<file path="src/rtl/gearbox_pkg.sv">
// Shared constants and types for the 64b/66b TX gearbox controller.
// Idle block encoding, sync headers, FSM states and the gearbox pause period.
package gearbox_pkg;

  localparam int GB_DATA_W = 64;
  localparam int GB_HEAD_W = 2;
  localparam int PAUSE_SEQ = GB_DATA_W / GB_HEAD_W;

  localparam logic [1:0]  CTRL_HEAD = 2'b10;
  localparam logic [1:0]  DATA_HEAD = 2'b01;
  localparam logic [1:0]  IDLE_HEAD = CTRL_HEAD;
  localparam logic [63:0] IDLE_DATA = {56'h0, 8'h1E};

  typedef enum logic {
    INIT,
    RUN
  } gb_state_e;

endpackage

</file>
<file path="src/rtl/gearbox_skid_fifo.sv">
// Two-entry skid FIFO that rides out gearbox pause cycles.
// Push is ignored when full and pop is ignored when empty.
module gearbox_skid_fifo #(
  parameter int W = 66
) (
  input  logic         clk,
  input  logic         nreset,
  input  logic         push,
  input  logic         pop,
  input  logic [W-1:0] din,
  output logic [W-1:0] dout,
  output logic         empty,
  output logic         full,
  output logic         almost_full
);

  logic [W-1:0] mem [2];
  logic         wr_ptr;
  logic         rd_ptr;
  logic [1:0]   cnt;
  logic [1:0]   cnt_d;
  logic         af_q;
  logic         do_push;
  logic         do_pop;

  assign do_push = push & ~full;
  assign do_pop  = pop & ~empty;

  always_comb begin
    cnt_d = cnt;
    unique case ({do_push, do_pop})
      2'b10:   cnt_d = cnt + 2'd1;
      2'b01:   cnt_d = cnt - 2'd1;
      default: cnt_d = cnt;
    endcase
  end

  always_ff @(posedge clk or negedge nreset) begin
    if (!nreset) begin
      mem[0] <= '0;
      mem[1] <= '0;
      wr_ptr <= 1'b0;
      rd_ptr <= 1'b0;
      cnt    <= '0;
      af_q   <= 1'b0;
    end else begin
      if (do_push) begin
        mem[wr_ptr] <= din;
        wr_ptr      <= ~wr_ptr;
      end
      if (do_pop)
        rd_ptr <= ~rd_ptr;
      cnt  <= cnt_d;
      // almost_full means exactly one slot left
      af_q <= (cnt_d == 2'd1);
    end
  end

  assign dout        = mem[rd_ptr];
  assign empty       = (cnt == 2'd0);
  assign full        = (cnt == 2'd2);
  assign almost_full = af_q;

endmodule

</file>
<file path="src/rtl/gearbox_tx_ctrl.sv">
// TX controller between the MAC and the 64b/66b gearbox: skid buffering,
// idle insertion, post-reset idle run and pause-pattern supervision.
module gearbox_tx_ctrl
  import gearbox_pkg::*;
#(
  parameter int DATA_W      = 64,
  parameter int HEAD_W      = 2,
  parameter int SEQ_W       = $clog2(DATA_W / HEAD_W + 1),
  parameter int INIT_IDLE_N = 4,
  parameter int CNT_W       = 16
) (
  input  logic              clk,
  input  logic              nreset,
  input  logic              mac_valid_i,
  output logic              mac_ready_o,
  input  logic [HEAD_W-1:0] mac_head_i,
  input  logic [DATA_W-1:0] mac_data_i,
  input  logic              gb_accept_v_i,
  output logic [HEAD_W-1:0] gb_head_o,
  output logic [DATA_W-1:0] gb_data_o,
  output logic [CNT_W-1:0]  idle_cnt_o,
  output logic              sync_err_o
);

  localparam int INIT_W = $clog2(INIT_IDLE_N + 1);
  localparam logic [SEQ_W-1:0]  PAUSE  = SEQ_W'(PAUSE_SEQ);
  localparam logic [HEAD_W-1:0] IDLE_H = HEAD_W'(IDLE_HEAD);
  localparam logic [DATA_W-1:0] IDLE_D = DATA_W'(IDLE_DATA);
  localparam logic [INIT_W-1:0] INIT_LAST = INIT_W'(INIT_IDLE_N - 1);

  gb_state_e          state, state_d;
  logic [INIT_W-1:0]  init_cnt, init_cnt_d;
  logic [SEQ_W-1:0]   seq;
  logic [CNT_W-1:0]   idle_cnt;
  logic               sync_err;
  logic               ready_q;
  logic               ready_d;

  logic [HEAD_W+DATA_W-1:0] fifo_dout;
  logic                     fifo_empty;
  logic                     fifo_full;
  logic                     fifo_afull;
  logic                     push;
  logic                     pop;
  logic                     show_fifo;
  logic                     accept_idle;
  logic                     full_next;
  logic                     exp_accept;

  gearbox_skid_fifo #(
    .W(HEAD_W + DATA_W)
  ) u_fifo (
    .clk         (clk),
    .nreset      (nreset),
    .push        (push),
    .pop         (pop),
    .din         ({mac_head_i, mac_data_i}),
    .dout        (fifo_dout),
    .empty       (fifo_empty),
    .full        (fifo_full),
    .almost_full (fifo_afull)
  );

  assign show_fifo   = (state == RUN) & ~fifo_empty;
  assign pop         = gb_accept_v_i & show_fifo;
  assign push        = mac_valid_i & ready_q;
  assign accept_idle = gb_accept_v_i & ~show_fifo;

  assign gb_head_o = show_fifo ? fifo_dout[HEAD_W+DATA_W-1:DATA_W] : IDLE_H;
  assign gb_data_o = show_fifo ? fifo_dout[DATA_W-1:0] : IDLE_D;

  always_comb begin
    state_d    = state;
    init_cnt_d = init_cnt;
    unique case (state)
      INIT: begin
        if (gb_accept_v_i) begin
          if (init_cnt == INIT_LAST)
            state_d = RUN;
          else
            init_cnt_d = init_cnt + 1'b1;
        end
      end
      RUN: state_d = RUN;
      default: state_d = INIT;
    endcase
  end

  // Ready is registered, so look ahead at the occupancy after this edge.
  assign full_next  = (fifo_full & ~pop) | (fifo_afull & push & ~pop);
  assign ready_d    = (state_d == RUN) & ~full_next;
  assign exp_accept = (seq != PAUSE);

  always_ff @(posedge clk or negedge nreset) begin
    if (!nreset) begin
      state    <= INIT;
      init_cnt <= '0;
      seq      <= '0;
      idle_cnt <= '0;
      sync_err <= 1'b0;
      ready_q  <= 1'b0;
    end else begin
      state    <= state_d;
      init_cnt <= init_cnt_d;
      seq      <= (seq == PAUSE) ? '0 : seq + 1'b1;
      if (accept_idle && (idle_cnt != '1))
        idle_cnt <= idle_cnt + 1'b1;
      sync_err <= sync_err | (gb_accept_v_i != exp_accept);
      ready_q  <= ready_d;
    end
  end

  assign mac_ready_o = ready_q;
  assign idle_cnt_o  = idle_cnt;
  assign sync_err_o  = sync_err;

endmodule

</file>
<file path="config.mk">
export PLATFORM = sky130hd
export DESIGN_NAME = gearbox_tx_ctrl
export DESIGN_NICKNAME = d
export VERILOG_FILES = /design/src/rtl/gearbox_pkg.sv /design/src/rtl/gearbox_skid_fifo.sv /design/src/rtl/gearbox_tx_ctrl.sv
export SDC_FILE = /design/constraint.sdc
export NUM_CORES = 1
export LEC_CHECK = 0
export CELL_PAD_IN_SITES_DETAIL_PLACEMENT = 0
export CELL_PAD_IN_SITES_GLOBAL_PLACEMENT = 2
export CORE_AREA = 2 2 149 151
export CTS_BUF_LIST = sky130_fd_sc_hd__clkbuf_4
export CTS_CLUSTER_SIZE = 12
export DETAILED_ROUTE_END_ITERATION = 10
export DIE_AREA = 0 0 151 153
export MAX_ROUTING_LAYER = met4
export PLACE_DENSITY = 0.84
export SLEW_MARGIN = 25
export SYNTH_ARGS = -nofsm -noshare
export SYNTH_HDL_FRONTEND = slang
export SYNTH_SLANG_ARGS = --single-unit
export TNS_END_PERCENT = 5
</file>
<file path="constraint.sdc">
create_clock -name clk -period 1.9 [get_ports clk]
set_input_delay 0.19 -clock clk [delete_from_list [all_inputs] [get_ports clk]]
set_output_delay 0.19 -clock clk [all_outputs]
set_load 0.03 [all_outputs]
</file>
==> flow_metrics.tcl, run 1 <==
set metrics [dict create \
    status "finished, violations left" \
    violations "negative setup slack" \
    numPortBuffers 153 \
    initial_utilization_pct 35.4 \
    grt_pass1_wl_mm 28.1 \
    ir_drop_uv 931 \
    grt_use_total_pct 16.2 \
    syn_area_um2 7610 \
    htree_num_levels 4 \
    combPwrFrac_pct 58.5 \
    r2r_start "u_fifo.cnt[1]" \
    rrSetupSlack_ns 0.09 \
    r2r_cells 6 \
    avgSynthCellArea_um2 13.7 \
    p_leak_nw 4.78 \
    yosysWarningCount 0 \
    die_area_um2 23100 \
    numCtsBuffers 17 \
    p_int_w 0.0117 \
    nets 811 \
    drtPass1Iterations 4 \
    clock_latency_ns 0.56 \
    finalNonFillerCells 1029 \
    syn_nets 633 \
    hold_path_class "in -> async" \
    worstPathMaxFanout 19 \
    dr.first_iter.drc_count 140 \
    period_needed_ns 2.07 \
    finClkSkew_ns 0.0266 \
    startpoint_type "register" \
    die_h_um 153 \
    dp.cells 980 \
    syn_inst 557 \
    num_vias 4918 \
    route.detailed.drc 0 \
    synth_edf_count 0 \
    synthDistinctLibCells 37 \
    grt_max_degree 70 \
    synth_largest_area_cell "dfrtp_1" \
    worstPathRequired_ns 1.71 \
    p_per_area_nw_per_um2 1980 \
    regToRegEndpoint "idle_cnt_o[15]" \
    syn2layout_area_growth_pct 32.6 \
    synthTopCellsByArea "dfrtp_1, mux2i_1, mux2_2" \
    slew_headroom_pct 71.5 \
    seq_power_share_pct 30.5 \
    setup_tns_ns -4.84 \
    worstMarginPinSlew_ns 0.428 \
    slew_viol_final 0 \
    die_width_um 151 \
    synthArstFlopShare_pct 100 \
    post-route-util_pct 47.0 \
    hold_viol_final 0 \
    cp-end-kind "primary output" \
    rsz0062_at_grt "yes" \
    yosys_register_bits 165 \
    wire_per_inst_um 17.1 \
    p_clk_share_pct 11.1 \
    gp_congestion 0.790 \
    worstPathArrival_ns 1.88 \
    swShare_pct 41.6 \
    antenna_found_initial 1 \
    ys_seq_area_share_pct 54.3 \
    place_hpwl_mm 11.4 \
    cts-root-buf "clkbuf_4" \
    finalWorstSetupSlack_ns -0.168 \
    clk_pin_slew_ns 0.16 \
    first_global_vias 5290 \
    max_freq_mhz 484 \
    p_sw_w 0.00831 \
    core_area_um2 21500 \
    vias_per_cell 4.78 \
    yosys_most_used_dff "dfrtp_1" \
    io_pins 154 \
    clk_path_buf_depth 2 \
    drv_cap 0 \
    gr-total-overflow 0 \
    core.rowCount 54 \
    cts_tree "built" \
    postRouteWirelength_mm 17.6 \
    cts_sinks 165 \
    period_share_pct 109 \
    synth_top_area_share_pct 54.3 \
    postRouteAntennaNets 0 \
    setup_violations 66 \
    drive_gt1_share_pct 33.2 \
    crit_type "reg -> out" \
]
[Yosys cell counts (3+ instances only)]
library cell  number
and3_1             3
buf_2              9
buf_6             10
clkbuf_1           7
dfrtp_1          165
ha_1               6
inv_1              4
mux2_1            40
mux2_2            54
mux2_4            40
mux2i_1           66
nand2_1           13
nand3_1            4
nand4_1            6
nor2_1            69
nor3_1             5
nor3b_1            6
nor4_1             4
xnor2_1            6
xor2_1            18
[layer usage]
metal / GRT usage, % / wire, µm / vias up
li1: - / - / 2294
met2: 26.5 / 8810 / 110
met5: - / 0 / -
met3: 2.60 / 600 / 23
met4: 6.23 / 330 / 0
met1: 20.2 / 7830 / 2491
[layout make-up]
cell class / instances / area (µm²)
inverters: 4 / 15.0
clock inverters: 15 / 178
fillers: 1944 / 11400
diodes: 1 / 2.50
multi-input cells: 360 / 3310
flip-flops and latches: 165 / 4140
well taps: 280 / 350
clock buffers: 17 / 128
repair buffers: 187 / 1970
[cells by family (layout without fill, tap and decap cells)]
logic type	after synthesis	count (layout)	synth area share, %
mux	200	200	30.5
xor+xnor	24	24	2.76
simple gates	122	122	7.91
fa+ha+maj	6	6	0.987
compound gates	8	8	0.773
flops	165	165	54.3
other cells	0	1	0
buf+inv	32	223	2.81
[stage by stage]
stage	setup slack (ns)	cell area (µm²)	hold slack, ns	total power, W
2_1_floorplan	0.0662	7610	-0.106	0.0131
3_3_place_gp	-0.0224	9570	0.130	0.0170
3_5_place_dp	-0.00348	9570	0.134	0.0172
4_1_cts	-0.239	10000	0.0523	0.0200
5_1_grt	-0.307	10100	0.0466	0.0212
6_report	-0.168	10100	0.0706	0.0200
[placed cells by master (no fill, tap or decap), types with 11 or more instances in the layout]
| cell | netlist | layout |
|---|---|---|
| mux2_4 | 40 | 40 |
| xor2_1 | 18 | 18 |
| mux2_2 | 54 | 54 |
| mux2_1 | 40 | 40 |
| clkdlybuf4s50_1 | 0 | 69 |
| dfrtp_1 | 165 | 162 |
| mux2i_1 | 66 | 63 |
| clkbuf_4 | 0 | 17 |
| buf_6 | 10 | 11 |
| nor2_1 | 69 | 63 |
| nand2_1 | 13 | 12 |
| buf_12 | 0 | 12 |
| dlygate4sd2_1 | 0 | 16 |
| clkdlybuf4s15_2 | 0 | 12 |
| buf_4 | 2 | 58 |
[registers in the layout (all words and copies together) (netlist names)]
signal	count
u_fifo.mem	132
idle_cnt_o	16
seq	6
init_cnt	3
u_fifo.cnt	2
mac_ready_o	1
state	1
sync_err_o	1
u_fifo.almost_full	1
u_fifo.rd_ptr	1
u_fifo.wr_ptr	1
[power groups by stage]
stage	clock network (W)	registers (W)	logic (W)
5_1_grt	0.00246	0.00629	0.0124
2_1_floorplan	0	0.00599	0.00714
3_3_place_gp	0	0.00605	0.0109
4_1_cts	0.00231	0.00606	0.0116
6_report	0.00221	0.00608	0.0117
3_5_place_dp	0	0.00614	0.0111
[worst max-delay path by stage]
| stage | startpoint | depth (start not counted) | slack, ns | end |
|---|---|---|---|---|
| floorplan | idle_cnt_o[0] | 5 | 0.07 | idle_cnt_o[1] |
| global placement | u_fifo.cnt[1] | 4 | -0.02 | gb_data_o[42] |
| detailed placement | u_fifo.cnt[1] | 4 | -0.003 | gb_data_o[43] |
| CTS | u_fifo.rd_ptr | 5 | -0.24 | gb_head_o[0] |
| global route | u_fifo.rd_ptr | 5 | -0.31 | gb_head_o[0] |
| finish | u_fifo.cnt[1] | 5 | -0.17 | gb_data_o[0] |
[repair_timing]
item                       CTS  global route
gates cloned                 5             1
hold buffers                 1             0
hold endpoints to repair   165             0
gates resized for setup    360            20
buffers inserted             8             2
setup endpoints to repair   82            74
pin swaps                    1             4
[critical path, stage by stage, from the launching register on]
cell,delay (ns)
dfrtp_2,0.46
o21ai_4,0.20
buf_4,0.17
buf_16,0.16
nor2_1,0.06
clkdlybuf4s15_2,0.28
(Power assumes the default switching activity.)
==> run 2, diff against run 1 <==
Settings changed: PLACE_DENSITY 0.84 to unset, PLACE_DENSITY_LB_ADDON set to 0.1.
==> run 2 against run 1 <==
Critical path depth is the same. Final area shrank 0.29%. Sequential cell count is the same. Non-clock buffer count grew 5. Highest routed layer unchanged. Sequential power is essentially flat. Largest power group unchanged. Utilization shrank 0.13 points. Global-route usage grew 0.68 points. Fmax shrank 1.0%. The run still ends with negative setup slack left. Critical path type unchanged. Die area is the same. Cell count grew 0.49%. Register-to-register slack is essentially flat. Sequential share of layout area grew 0.13 points.
==> flow_metrics.tcl, run 2 (same netlist as run 1, synthesis figures left out) <==
set metrics [dict create \
    status "finished, violations left" \
    violations "negative setup slack" \
    io_pins 154 \
    num_vias 4916 \
    clk_pin_slew_ns 0.15 \
    die_width_um 151 \
    period_needed_ns 2.09 \
    worstPathRequired_ns 1.71 \
    finalNonFillerCells 1034 \
    antenna_found_initial 1 \
    dp.cells 986 \
    worstPathMaxFanout 8 \
    top_register "u_fifo.mem" \
    setup_violations 66 \
    rsz0062_at_grt "yes" \
    postRouteAntennaNets 0 \
    drive_gt1_share_pct 33.7 \
    postRouteWirelength_mm 18.5 \
    crit_path_end "gb_data_o[2]" \
    cts-root-buf "clkbuf_4" \
    vias_per_cell 4.75 \
    worstMarginPinSlew_ns 0.559 \
    largest_register_ffs 132 \
    first_global_vias 5434 \
    route.detailed.drc 0 \
    htree_num_levels 4 \
    grt_pass1_wl_mm 29.2 \
    finClkSkew_ns 0.0254 \
    initial_utilization_pct 35.4 \
    cp-end-kind "primary output" \
    period_share_pct 110 \
    design_area_um2 10100 \
    grt_use_total_pct 16.9 \
    dp_slack_ns 0.00949 \
    numPortBuffers 153 \
    ir_drop_uv 998 \
    die_h_um 153 \
    whs_ns 0.121 \
    final_common_cell "dfrtp_1" \
    crit_type "reg -> out" \
    r2r_start "u_fifo.cnt[1]" \
    p_leak_nw 4.79 \
    worstPathArrival_ns 1.90 \
    startpoint_type "register" \
    slew_headroom_pct 62.7 \
    crit_start "u_fifo.rd_ptr" \
    gp_congestion 0.732 \
    clock_latency_ns 0.57 \
    syn2layout_area_growth_pct 32.2 \
    p_per_area_nw_per_um2 1960 \
    rrSetupSlack_ns 0.09 \
    grt_max_degree 53 \
    wire_per_inst_um 17.9 \
    cts_sinks 165 \
    drv_cap 0 \
    hold_viol_final 0 \
    place_hpwl_mm 11.8 \
    dr.first_iter.drc_count 178 \
    r2r_cells 6 \
    die_area_um2 23100 \
    nets 816 \
    slew_viol_final 0 \
    power.total_w 0.0197 \
    gr-total-overflow 0 \
    numCtsBuffers 17 \
    core_area_um2 21500 \
    dpl_cell_area_um2 9630 \
    finalWorstSetupSlack_ns -0.189 \
    hold_path_class "in -> async" \
    regToRegEndpoint "idle_cnt_o[15]" \
    cts_tree "built" \
    layout_common_cells "dfrtp_1, clkdlybuf4s50_1, nor2_1" \
    max_freq_mhz 479 \
    drtPass1Iterations 4 \
    core.rowCount 54 \
    clk_path_buf_depth 2 \
]
[run 2: changes by cell type in the layout (fill, tap and decap cells not counted), sizes merged]
cell / before / now
inv: 7 / 12
clkdlybuf4s50: 69 / 68
dlygate4sd2: 16 / 17
clkinv: 7 / 4
bufinv: 3 / 1
buf: 87 / 98
clkinvlp: 2 / 1
clkdlybuf4s15: 12 / 2
clkbuf: 18 / 23
[run 2: area by class of cell]
cell class	count	area [µm²]
diodes	1	2.50
clock inverters	14	140
clock buffers	18	135
inverters	4	15.0
multi-input cells	360	3320
fillers	1981	11400
repair buffers	192	1960
well taps	280	350
flip-flops and latches	165	4140
[run 2: critical path, stage by stage (launching register included)]
cell and delay (ns):
dfrtp_4 0.52, buf_12 0.16, buf_8 0.15, mux2i_1 0.14, nand2_1 0.07, clkdlybuf4s15_2 0.28
[run 2: timing repair]
action / CTS / global route
endpoints found under the setup margin: 83 / 71
gates resized for setup: 226 / 148
endpoints found under the hold margin: 150 / 0
cloned: 2 / 5
hold buffers: 1 / 0
setup buffers: 5 / 2
pin swaps: 3 / 5
[run 2: power by group]
group	internal [W]	leakage (nW)	switching, W
sequential	0.00513	1.98	0.000936
clock	0.000706	0.152	0.00136
combinational	0.00548	2.65	0.00611
total	0.0113	4.79	0.00841
[run 2: worst min path at each step]
| stage | end | slack [ns] | depth (start not counted) |
|---|---|---|---|
| after floorplan | idle_cnt_o[0] | -0.11 | 0 |
| after global placement | idle_cnt_o[9] | 0.20 | 1 |
| after detailed placement | idle_cnt_o[9] | 0.20 | 1 |
| after CTS | idle_cnt_o[9] | 0.10 | 2 |
| after global routing | idle_cnt_o[9] | 0.12 | 2 |
| final | idle_cnt_o[9] | 0.12 | 2 |
[run 2: per-layer routing]
layer | share of wire (%) | vias up | routed length, µm | GRT usage [%]
met5 | 0 | - | 0 | -
met4 | 0.84 | 0 | 156 | 4.14
met3 | 5.3 | 11 | 980 | 4.54
met2 | 49 | 108 | 9130 | 27.7
met1 | 45 | 2484 | 8230 | 20.8
li1 | - | 2313 | - | -
[run 2: metrics by stage]
step                      utilization, %  setup TNS (ns)
after floorplan                        -               0
after global placement              44.8               0
after detailed placement            44.8               0
after CTS                           46.6          -13.42
after global routing                46.8          -16.36
final                               46.8           -7.46
==> run 3, diff against run 2 <==
Clock period 1.9 ns to 2 ns, I/O delays scaled along.
==> run 3 against run 2 <==
The run still ends with negative setup slack left. Sequential share of layout area decreased by 0.62 points. Combinational power hardly changed. Final area rose by 1.5%. Power shrank 3.4%.
==> flow_metrics.tcl, run 3 (same netlist as run 1, synthesis figures left out) <==
set metrics [dict create \
    slew_viol_final 0 \
    drive_gt1_share_pct 32.9 \
    htree_num_levels 4 \
    regToRegEndpoint "idle_cnt_o[1]" \
    initial_utilization_pct 35.4 \
    clk_pin_slew_ns 0.15 \
    critPathSlowestCell "dfrtp_4" \
    route.detailed.drc 0 \
    crit_start "u_fifo.rd_ptr" \
    multi_input_area_um2 3310 \
    cp-end-kind "primary output" \
    period_share_pct 105 \
    finClkSkew_ns 0.0188 \
    grt_pass1_wl_mm 29.9 \
    max_freq_mhz 474 \
    vias_per_cell 4.82 \
    drv_cap 0 \
    hold_viol_final 0 \
    postRouteAntennaNets 0 \
    place_hpwl_mm 11.7 \
    die_h_um 153 \
    syn2layout_area_growth_pct 34.2 \
    final_common_cell "dfrtp_1" \
    nets 820 \
    clock_latency_ns 0.57 \
    grt_use_total_pct 17.4 \
    largest_register_ffs 132 \
    period_needed_ns 2.11 \
    die_width_um 151 \
    fillers 1973 \
    p_per_area_nw_per_um2 1870 \
    cts-root-buf "clkbuf_4" \
    critical_path.cell_chain "buf_12 -> buf_16 -> mux2i_1 -> nor2_1 -> buf_4" \
    slew_headroom_pct 63.4 \
    postRouteWirelength_mm 19.2 \
    core_area_um2 21500 \
    post-route-util_pct 47.5 \
    status "finished, violations left" \
    grt_max_degree 56 \
    violations "negative setup slack" \
    cp.depth 5 \
    layout_common_cells "dfrtp_1, clkdlybuf4s50_1, nor2_1" \
    crit_type "reg -> out" \
    rsz0062_at_grt "yes" \
    gr-total-overflow 0 \
    combPwrFrac_pct 59.5 \
    r2r_cells 7 \
    numPortBuffers 153 \
    p_sw_w 0.00810 \
    cpPeakStageDelay_ns 0.57 \
    numCtsBuffers 17 \
    gp_congestion 0.738 \
    die_area_um2 23100 \
    seq_power_share_pct 30.4 \
    cts_tree "built" \
    num_vias 5000 \
    ir_drop_uv 856 \
    critPathBufInv 3 \
    finalWorstSetupSlack_ns -0.109 \
    rrSetupSlack_ns 0.12 \
    io_pins 154 \
    crit_path_end "gb_data_o[58]" \
    hold_path_class "in -> async" \
    startpoint_type "register" \
    dr.first_iter.drc_count 128 \
    p_int_w 0.0110 \
    swShare_pct 42.5 \
    first_global_vias 5325 \
    antenna_found_initial 1 \
    p_leak_nw 4.85 \
    whs_ns 0.144 \
    worstPathArrival_ns 1.91 \
    regArea_um2 4140 \
    wire_per_inst_um 18.5 \
    critPathTopFamily "flip-flops" \
    setup_violations 60 \
    core.rowCount 54 \
    r2r_start "u_fifo.cnt[1]" \
    clk_path_buf_depth 2 \
    p_clk_share_pct 10.0 \
    worstMarginPinSlew_ns 0.549 \
    worstPathRequired_ns 1.80 \
    drtPass1Iterations 4 \
    top_register "u_fifo.mem" \
    cts_sinks 165 \
    worstPathMaxFanout 13 \
]
[run 3: changes by cell type in the layout (fill, tap and decap cells not counted), sizes merged]
| cell | before | now |
|---|---|---|
| clkbuf | 23 | 21 |
| clkdlybuf4s18 | 0 | 1 |
| inv | 12 | 9 |
| dlymetal6s2s | 1 | 6 |
| clkdlybuf4s50 | 68 | 75 |
| clkdlybuf4s15 | 2 | 17 |
| clkinvlp | 1 | 6 |
| dlygate4sd2 | 17 | 5 |
| buf | 98 | 89 |
| clkinv | 4 | 1 |
[run 3: how the worst min path moves through the flow]
stage | depth (start not counted) | slack (ns) | endpoint
after detailed placement | 1 | 0.21 | idle_cnt_o[11]
after floorplan | 0 | -0.1 | idle_cnt_o[0]
after CTS | 2 | 0.12 | idle_cnt_o[11]
after global routing | 2 | 0.12 | idle_cnt_o[11]
final | 2 | 0.14 | idle_cnt_o[11]
after global placement | 1 | 0.20 | idle_cnt_o[11]
[run 3: power by group through the flow]
stage                     registers (W)  logic (W)  clock network, W
after global routing            0.00598     0.0121           0.00215
final                           0.00580     0.0114           0.00192
after detailed placement        0.00584     0.0106                 0
after floorplan                 0.00569    0.00679                 0
after CTS                       0.00578     0.0112           0.00201
after global placement          0.00575     0.0105                 0
[run 3: timing repair]
item	in CTS	in global routing
gates cloned	6	3
hold endpoints to repair	78	0
pin swaps	2	4
gates resized for setup	324	46
hold buffers	1	0
buffers inserted	7	3
setup endpoints to repair	71	75
[run 3: worst reg2reg max path, stage by stage (launching register included)]
cell and delay (ns):
dfrtp_2 0.45, o21ai_4 0.21, buf_12 0.14, buf_8 0.10
buf_16 0.14, nand2_1 0.16, nor2_1 0.24, mux2_2 0.36
[run 3: cell type report]
cell class | count | area share [%]
tap | 280 | 3.43
clock buffer | 19 | 1.40
timing repair buffer | 196 | 20.9
antenna | 1 | 0.0245
inverter | 4 | 0.147
multi-input combinational | 360 | 32.4
clock inverter | 13 | 1.23
sequential | 165 | 40.5
[run 3: routing by layer]
| layer | global-route usage, % | vias up | part of all wire (%) |
|---|---|---|---|
| li1 | - | 2329 | - |
| met1 | 23.1 | 2552 | 46 |
| met2 | 27.1 | 104 | 48 |
| met3 | 4.45 | 15 | 4.7 |
| met4 | 3.74 | 0 | 0.84 |
| met5 | - | - | 0 |
[run 3: stage by stage]
stage	setup TNS (ns)	power [W]	cell area [µm²]	setup WS (ns)	cells
2_1_floorplan	0	0.0125	7610	0.166	557
3_3_place_gp	0	0.0162	9630	0.0489	985
3_5_place_dp	0	0.0164	9630	0.0355	985
4_1_cts	-8.78	0.0190	10100	-0.195	1031
5_1_grt	-11.33	0.0202	10200	-0.253	1038
6_report	-2.57	0.0191	10200	-0.109	1038
